### config.mk
export PLATFORM = sky130hd
export DESIGN_NAME = dc1_xbit_fill
export DESIGN_NICKNAME = d
export VERILOG_FILES = /design/src/rtl/dc1_xbit_fill.sv
export SDC_FILE = /design/constraint.sdc
export NUM_CORES = 1
export LEC_CHECK = 0
export BUFFER_PORTS_ARGS = -buffer_cell sky130_fd_sc_hd__buf_2
export CORE_MARGIN = 1.5
export CORE_UTILIZATION = 49
export DETAILED_ROUTE_END_ITERATION = 10
export PLACE_DENSITY = 0.76
export SLEW_MARGIN = 10
export SYNTH_ARGS = -nofsm -noshare
export SYNTH_HDL_FRONTEND = slang
export SYNTH_SLANG_ARGS = --single-unit
### constraint.sdc
create_clock -name clk -period 4.2 [get_ports clk]
set_input_delay 1.26 -clock clk [delete_from_list [all_inputs] [get_ports clk]]
set_output_delay 1.26 -clock clk [all_outputs]
set_load 0.02 [all_outputs]
### src/rtl/dc1_xbit_fill.sv
// dc1_xbit_fill
//   Line-fill assembler and insert arbiter for the L1 data-cache pbit store.
//   Four L2 fill beats (4 pbits each) are assembled into one 16-bit half-line
//   row and buffered in a 2-entry FIFO. The FIFO head is written as a whole-row
//   insert on pbit-store write port 0, which is shared with store-pbit updates.
//
// Handshake: a fill beat transfers on every rising clk edge where
//   fill_valid & fill_ready is high; fill_valid may be asserted regardless of
//   fill_ready and the beat fields must stay stable until the transfer. Stores
//   have no ready: a store presented with st_stall high is not performed and
//   the requester re-presents it on a later cycle.
//
// Ports
//   clk, rst                      clock, synchronous active-high reset
//   fill_valid/addr/odd/beat/pbit fill beat in; fill_ready accept; fill_cancel abort
//   fill_err                      sticky out-of-order beat flag
//   st_*                          store pbit update request; st_stall = not taken
//   write0_*                      pbit store port 0 (store pass-through or insert row)
//   write_ins, write_data         insert strobe (one-hot bank) and row pbits
//   dbg_state_o                   assembler state (1 = COLLECT)
module dc1_xbit_fill #(
   parameter int ADDR_WIDTH   = 5,
   parameter int STARVE_LIMIT = 8
) (
   input  logic                  clk,
   input  logic                  rst,
   input  logic                  fill_valid,
   input  logic [ADDR_WIDTH+4:0] fill_addr,
   input  logic                  fill_odd,
   input  logic [1:0]            fill_beat,
   input  logic [3:0]            fill_pbit,
   input  logic                  fill_cancel,
   output logic                  fill_ready,
   output logic                  fill_err,
   input  logic                  st_clkEn,
   input  logic                  st_odd,
   input  logic                  st_d128,
   input  logic [ADDR_WIDTH+4:0] st_addrE,
   input  logic [ADDR_WIDTH+4:0] st_addrO,
   input  logic [1:0]            st_pbit,
   output logic                  st_stall,
   output logic                  write0_clkEn,
   output logic                  write0_odd,
   output logic                  write0_d128,
   output logic [ADDR_WIDTH+4:0] write0_addrE,
   output logic [ADDR_WIDTH+4:0] write0_addrO,
   output logic [1:0]            write0_pbit,
   output logic [1:0]            write_ins,
   output logic [15:0]           write_data,
   output logic                  dbg_state_o
);

   localparam int AW = ADDR_WIDTH + 5;             // full address width
   localparam int RW = ADDR_WIDTH + 1;             // row tag = addr[AW-1:4]
   localparam int CW = $clog2(STARVE_LIMIT + 1);

   typedef enum logic {S_IDLE = 1'b0, S_COLLECT = 1'b1} state_t;

   typedef struct packed {
      logic [RW-1:0] row;
      logic          odd;
      logic [15:0]   data;
   } entry_t;

   state_t        state_q, state_d;
   logic [15:0]   img_q, img_d;
   logic [RW-1:0] row_q, row_d;
   logic          odd_q, odd_d;
   logic [1:0]    beat_exp_q, beat_exp_d;
   logic          err_q, err_d;
   entry_t        q0_q, q0_d, q1_q, q1_d;          // q0 is the FIFO head
   logic [1:0]    cnt_q, cnt_d;
   logic [CW-1:0] starve_q, starve_d;

   logic          accept, push, pop, head_v;
   entry_t        push_e;
   logic [AW-1:0] st_sel;
   logic [RW-1:0] st_row;
   logic          hit0, hit1, hazard, ins;
   logic          unused_bits;

   // Only the row part of fill/store addresses participates.
   assign unused_bits = ^{fill_addr[3:0], st_sel[3:0]};

   assign fill_ready  = (cnt_q < 2'd2) & ~fill_cancel & ~rst;
   assign accept      = fill_valid & fill_ready;
   assign fill_err    = err_q;
   assign dbg_state_o = (state_q == S_COLLECT);

   // Assembler: next state, shift image and FIFO push.
   always_comb begin
      state_d    = state_q;
      img_d      = img_q;
      row_d      = row_q;
      odd_d      = odd_q;
      beat_exp_d = beat_exp_q;
      err_d      = err_q;
      push       = 1'b0;
      push_e     = '0;
      if (fill_cancel) begin
         // fill_ready is low here, so a same-cycle beat is never taken.
         state_d = S_IDLE;
      end else if (accept) begin
         case (state_q)
            S_IDLE: begin
               if (fill_beat == 2'd0) begin
                  row_d      = fill_addr[AW-1:4];
                  odd_d      = fill_odd;
                  img_d      = {12'h000, fill_pbit};
                  beat_exp_d = 2'd1;
                  state_d    = S_COLLECT;
               end else begin
                  err_d = 1'b1;
               end
            end
            S_COLLECT: begin
               if (fill_beat == beat_exp_q) begin
                  img_d[{fill_beat, 2'b00} +: 4] = fill_pbit;
                  beat_exp_d = beat_exp_q + 2'd1;
                  if (fill_beat == 2'd3) begin
                     push        = 1'b1;
                     push_e.row  = row_q;
                     push_e.odd  = odd_q;
                     push_e.data = {fill_pbit, img_q[11:0]};
                     state_d     = S_IDLE;
                  end
               end else begin
                  err_d   = 1'b1;
                  state_d = S_IDLE;
               end
            end
            default: state_d = S_IDLE;
         endcase
      end
   end

   // Port 0 arbitration. A hazard on any queued entry forces the head out, so
   // a store to a queued row keeps stalling until that row has been inserted.
   assign st_sel = st_odd ? st_addrO : st_addrE;
   assign st_row = st_sel[AW-1:4];
   assign head_v = (cnt_q != 2'd0);
   assign hit0   = head_v && (q0_q.row == st_row) && (q0_q.odd == st_odd);
   assign hit1   = (cnt_q == 2'd2) && (q1_q.row == st_row) && (q1_q.odd == st_odd);
   assign hazard = hit0 | hit1;
   assign ins    = head_v & ~rst &
                   (~st_clkEn | (starve_q == CW'(STARVE_LIMIT)) | hazard);
   assign pop    = ins;

   always_comb begin
      write_ins    = 2'b00;
      write_data   = 16'h0000;
      write0_addrE = st_addrE;
      write0_addrO = st_addrO;
      write0_odd   = st_odd;
      write0_d128  = st_d128;
      write0_pbit  = st_pbit;
      write0_clkEn = st_clkEn & ~rst;
      st_stall     = ~rst & st_clkEn & hazard & ~hit0;
      if (ins) begin
         write_ins    = {q0_q.odd, ~q0_q.odd};
         write_data   = q0_q.data;
         write0_addrE = {q0_q.row, 4'h0};
         write0_addrO = {q0_q.row, 4'h0};
         write0_odd   = q0_q.odd;
         write0_d128  = 1'b0;
         write0_pbit  = 2'b00;
         write0_clkEn = 1'b0;
         st_stall     = st_clkEn;
      end
   end

   // FIFO and starvation counter.
   always_comb begin
      q0_d  = q0_q;
      q1_d  = q1_q;
      cnt_d = cnt_q + 2'(push) - 2'(pop);
      if (pop) q0_d = q1_q;
      if (push) begin
         if ((cnt_q == 2'd0) || ((cnt_q == 2'd1) && pop)) q0_d = push_e;
         else                                             q1_d = push_e;
      end
      starve_d = starve_q;
      if (ins || !head_v)                                 starve_d = '0;
      else if (st_clkEn && starve_q != CW'(STARVE_LIMIT)) starve_d = starve_q + CW'(1);
   end

   always_ff @(posedge clk) begin
      if (rst) begin
         state_q    <= S_IDLE;
         img_q      <= '0;
         row_q      <= '0;
         odd_q      <= 1'b0;
         beat_exp_q <= 2'd0;
         err_q      <= 1'b0;
         q0_q       <= '0;
         q1_q       <= '0;
         cnt_q      <= 2'd0;
         starve_q   <= '0;
      end else begin
         state_q    <= state_d;
         img_q      <= img_d;
         row_q      <= row_d;
         odd_q      <= odd_d;
         beat_exp_q <= beat_exp_d;
         err_q      <= err_d;
         q0_q       <= q0_d;
         q1_q       <= q1_d;
         cnt_q      <= cnt_d;
         starve_q   <= starve_d;
      end
   end

endmodule

==> results.ini <==
[outcome]
status=finished, violations left
violations=negative setup slack

[layout]
syn2layout_area_growth_pct=28.55
layout.nets=631
n_antenna_cell=0
final_util=0.6543
drive_gt1_frac=0.3316
final_cell_area_mm2=0.005430

[die]
core-area_mm2=0.008299
die_area_mm2=0.009186
die_w_um=95.85
start_util=0.5090
io-pin-count=93
die_h_um=95.85
core.rowCount=33

[power]
power.density_mw_per_mm2=262.4
peakVddDrop_uv=147.5
p_switching_uw=347.0
internal_power_mw=1.078
p_leak_nw=2.053
combPwrFrac=0.110
p_seq_frac=0.501
clockPowerShare=0.389
swShare=0.2436

[clock_network]
ctsHoldBuffers=0
tritoncts=done
clock_latency_ns=0.35
root_buffer=clkbuf_8
clock_path_buffers=2
htree_levels=3
clkTransAtPathRegs_ns=0.07
cts.sinks=75
cts_made_buffers=9

[placement]
place_area_mm2=0.004918
dpl.hpwl_um=7653
gp_congestion=0.9170
port_buffers=88

[grt]
grt_pass1_wl_um=18420
grt_pass1_vias=3899
grt_max_degree=55
antenna_found_initial=0
grt_overflow=0
track_usage=0.2597

[sta]
grt_setup_unrepaired=yes
fin_ws_ns=-0.2006
period_share=1.048
final-setup-viol-count=44
fin_worst_skew_ns=0.009307
final_hold_viol_count=0
max_freq_mhz=227.2
relSlewSlack=0.5784
period_needed_ns=4.401
timing.final.max_slew_violations=0
worstMarginPinSlew_ns=0.6325

[synthesis]
ys_top_cells_by_area=dfxtp_1, a311oi_2, a21oi_1
synthArstFlopShare=0
synth_cell_types=39
synth-seq-cells=75
synth_nets=544
synth_commonest_cells=dfxtp_1, a21oi_1, nand3_1
avgSynthCellArea_um2=8.621
ys_warn_count=0
yosysMostFrequentCell=dfxtp_1
yosysTopAreaCell=dfxtp_1
synth_ff_type=dfxtp_1
synth_edf_count=0
syn_inst=490
synth_top_cell_area_share=0.3555
syn_area_mm2=0.004224
seq_area_frac_synth=0.3555

[setup_path]
worst_path_max_delay_cell=or3_4
required_ns=2.94
crit_chain=buf_12 -> buf_6 -> or3_4 -> a2111oi_4 -> nand3_2 -> nand2_4 -> buf_8 -> mux2_4 -> buf_6
crit_path_start_kind=input port
criticalPathCategory=input port to primary output
path_max_fanout=7
crit_start=st_odd
crit_path_frequent_cell=buf_6
slowest_delay_ns=0.39
cp-end-kind=primary output
cp.arrival_ns=3.14
reg2reg_from=q1_q[16]

[route]
route.detailed.drc=0
wl_per_cell_um=17.38
drt_iter0_drc=289
viasPerCell=6.134
drt_wl_total_um=11940
ant_nets=0
drt-pass1-iter-count=5
vias=4214

[job]
cap_violations=0

[worst_hold_path]
min_from=fill_err
hold_class=flip-flop to flip-flop

what timing repair did:
action	4_1_cts	5_1_grt
setup endpoints to repair	44	44
pin swaps	7	3
gates cloned	1	0
resized for setup	56	30
buffers inserted	5	1
cells in the final DEF, fill, tap and decap left out, drive strengths merged, types with 2 or more instances in the layout:
cell and instances:
a21o 3, a21oi 44, a311oi 23, and2 21, and3 13, buf 124, clkbuf 12, clkinv 2
dfxtp 75, ha 8, inv 12, mux2 15, mux2i 14, nand2 19, nand3 40, nand3b 3
nand4 25, nor2 17, nor2b 4, nor3 29, o21ai 24, o31ai 23, or2 2, or3 3
xnor2 17, xor2 2
final cells by class:
type,count,area [µm²]
well taps,105,131.4
clock inverters,4,48.80
flip-flops and latches,75,1501
repair buffers,124,950.9
fillers,669,2869
multi-input cells,356,2611
inverters,11,41.29
clock buffers,12,145.1
per-layer routing:
metal,wire length [µm],up-vias,track usage
met5,0,-,0
met4,269,0,0.1103
met3,872,27,0.04581
met2,5993,190,0.4466
met1,4809,2020,0.3170
li1,-,1977,-
flip-flops by register name, indices dropped and copies added, names as in the netlist:
name	count
q0_q	23
q1_q	23
img_q	12
row_q	6
starve_q	4
beat_exp_q	2
cnt_q	2
dbg_state_o	1
fill_err	1
odd_q	1
stage by stage:
step | std cells | power, mW | TNS, ns | worst slack (ns) | hold slack (ns)
finish | 687 | 1.425 | -6.173 | -0.2006 | 0.4422
global route | 687 | 1.472 | -9.519 | -0.2673 | 0.4803
CTS | 688 | 1.432 | -9.334 | -0.3049 | 0.4485
detailed placement | 667 | 0.8665 | -10.60 | -0.3602 | 0.4372
global placement | 667 | 0.8639 | -10.42 | -0.3597 | 0.4337
floorplan | 490 | 0.8102 | -0.7035 | -0.07032 | 0.4448
power groups by stage:
stage	clock [mW]	combinational, mW	sequential (mW)
6_report	0.554	0.157	0.714
4_1_cts	0.566	0.152	0.714
3_3_place_gp	0	0.133	0.731
5_1_grt	0.588	0.170	0.715
2_1_floorplan	0	0.0791	0.731
3_5_place_dp	0	0.135	0.731
final timing paths:
check | depth (start not counted) | slack [ns] | end
setup / recovery | 9 | -0.20 | write0_addrO[6]
hold / removal | 2 | 0.44 | fill_err
setup reg to reg | 14 | 1.38 | cnt_q[1]
hold reg to reg | 2 | 0.44 | fill_err
cell families (layout without fill, tap and decap cells):
kind of cell,after synthesis,in the layout,synth area share
DFF,75,75,0.3555
AOI/OAI and AO/OA,121,121,0.2180
and+or+nand+nor,179,179,0.2260
adders and majority gates,8,8,0.02370
xor gates and xnor gates,19,19,0.03940
muxes,29,29,0.07405
buffers and inverters,59,151,0.06339
critical path, delay by kind of cell:
family	cells	cell delay (ns)
compound gates	1	0.35
buf+inv	4	0.53
mux	1	0.32
simple gates	3	0.68
Note: power is estimated with default switching activity, not from simulation.
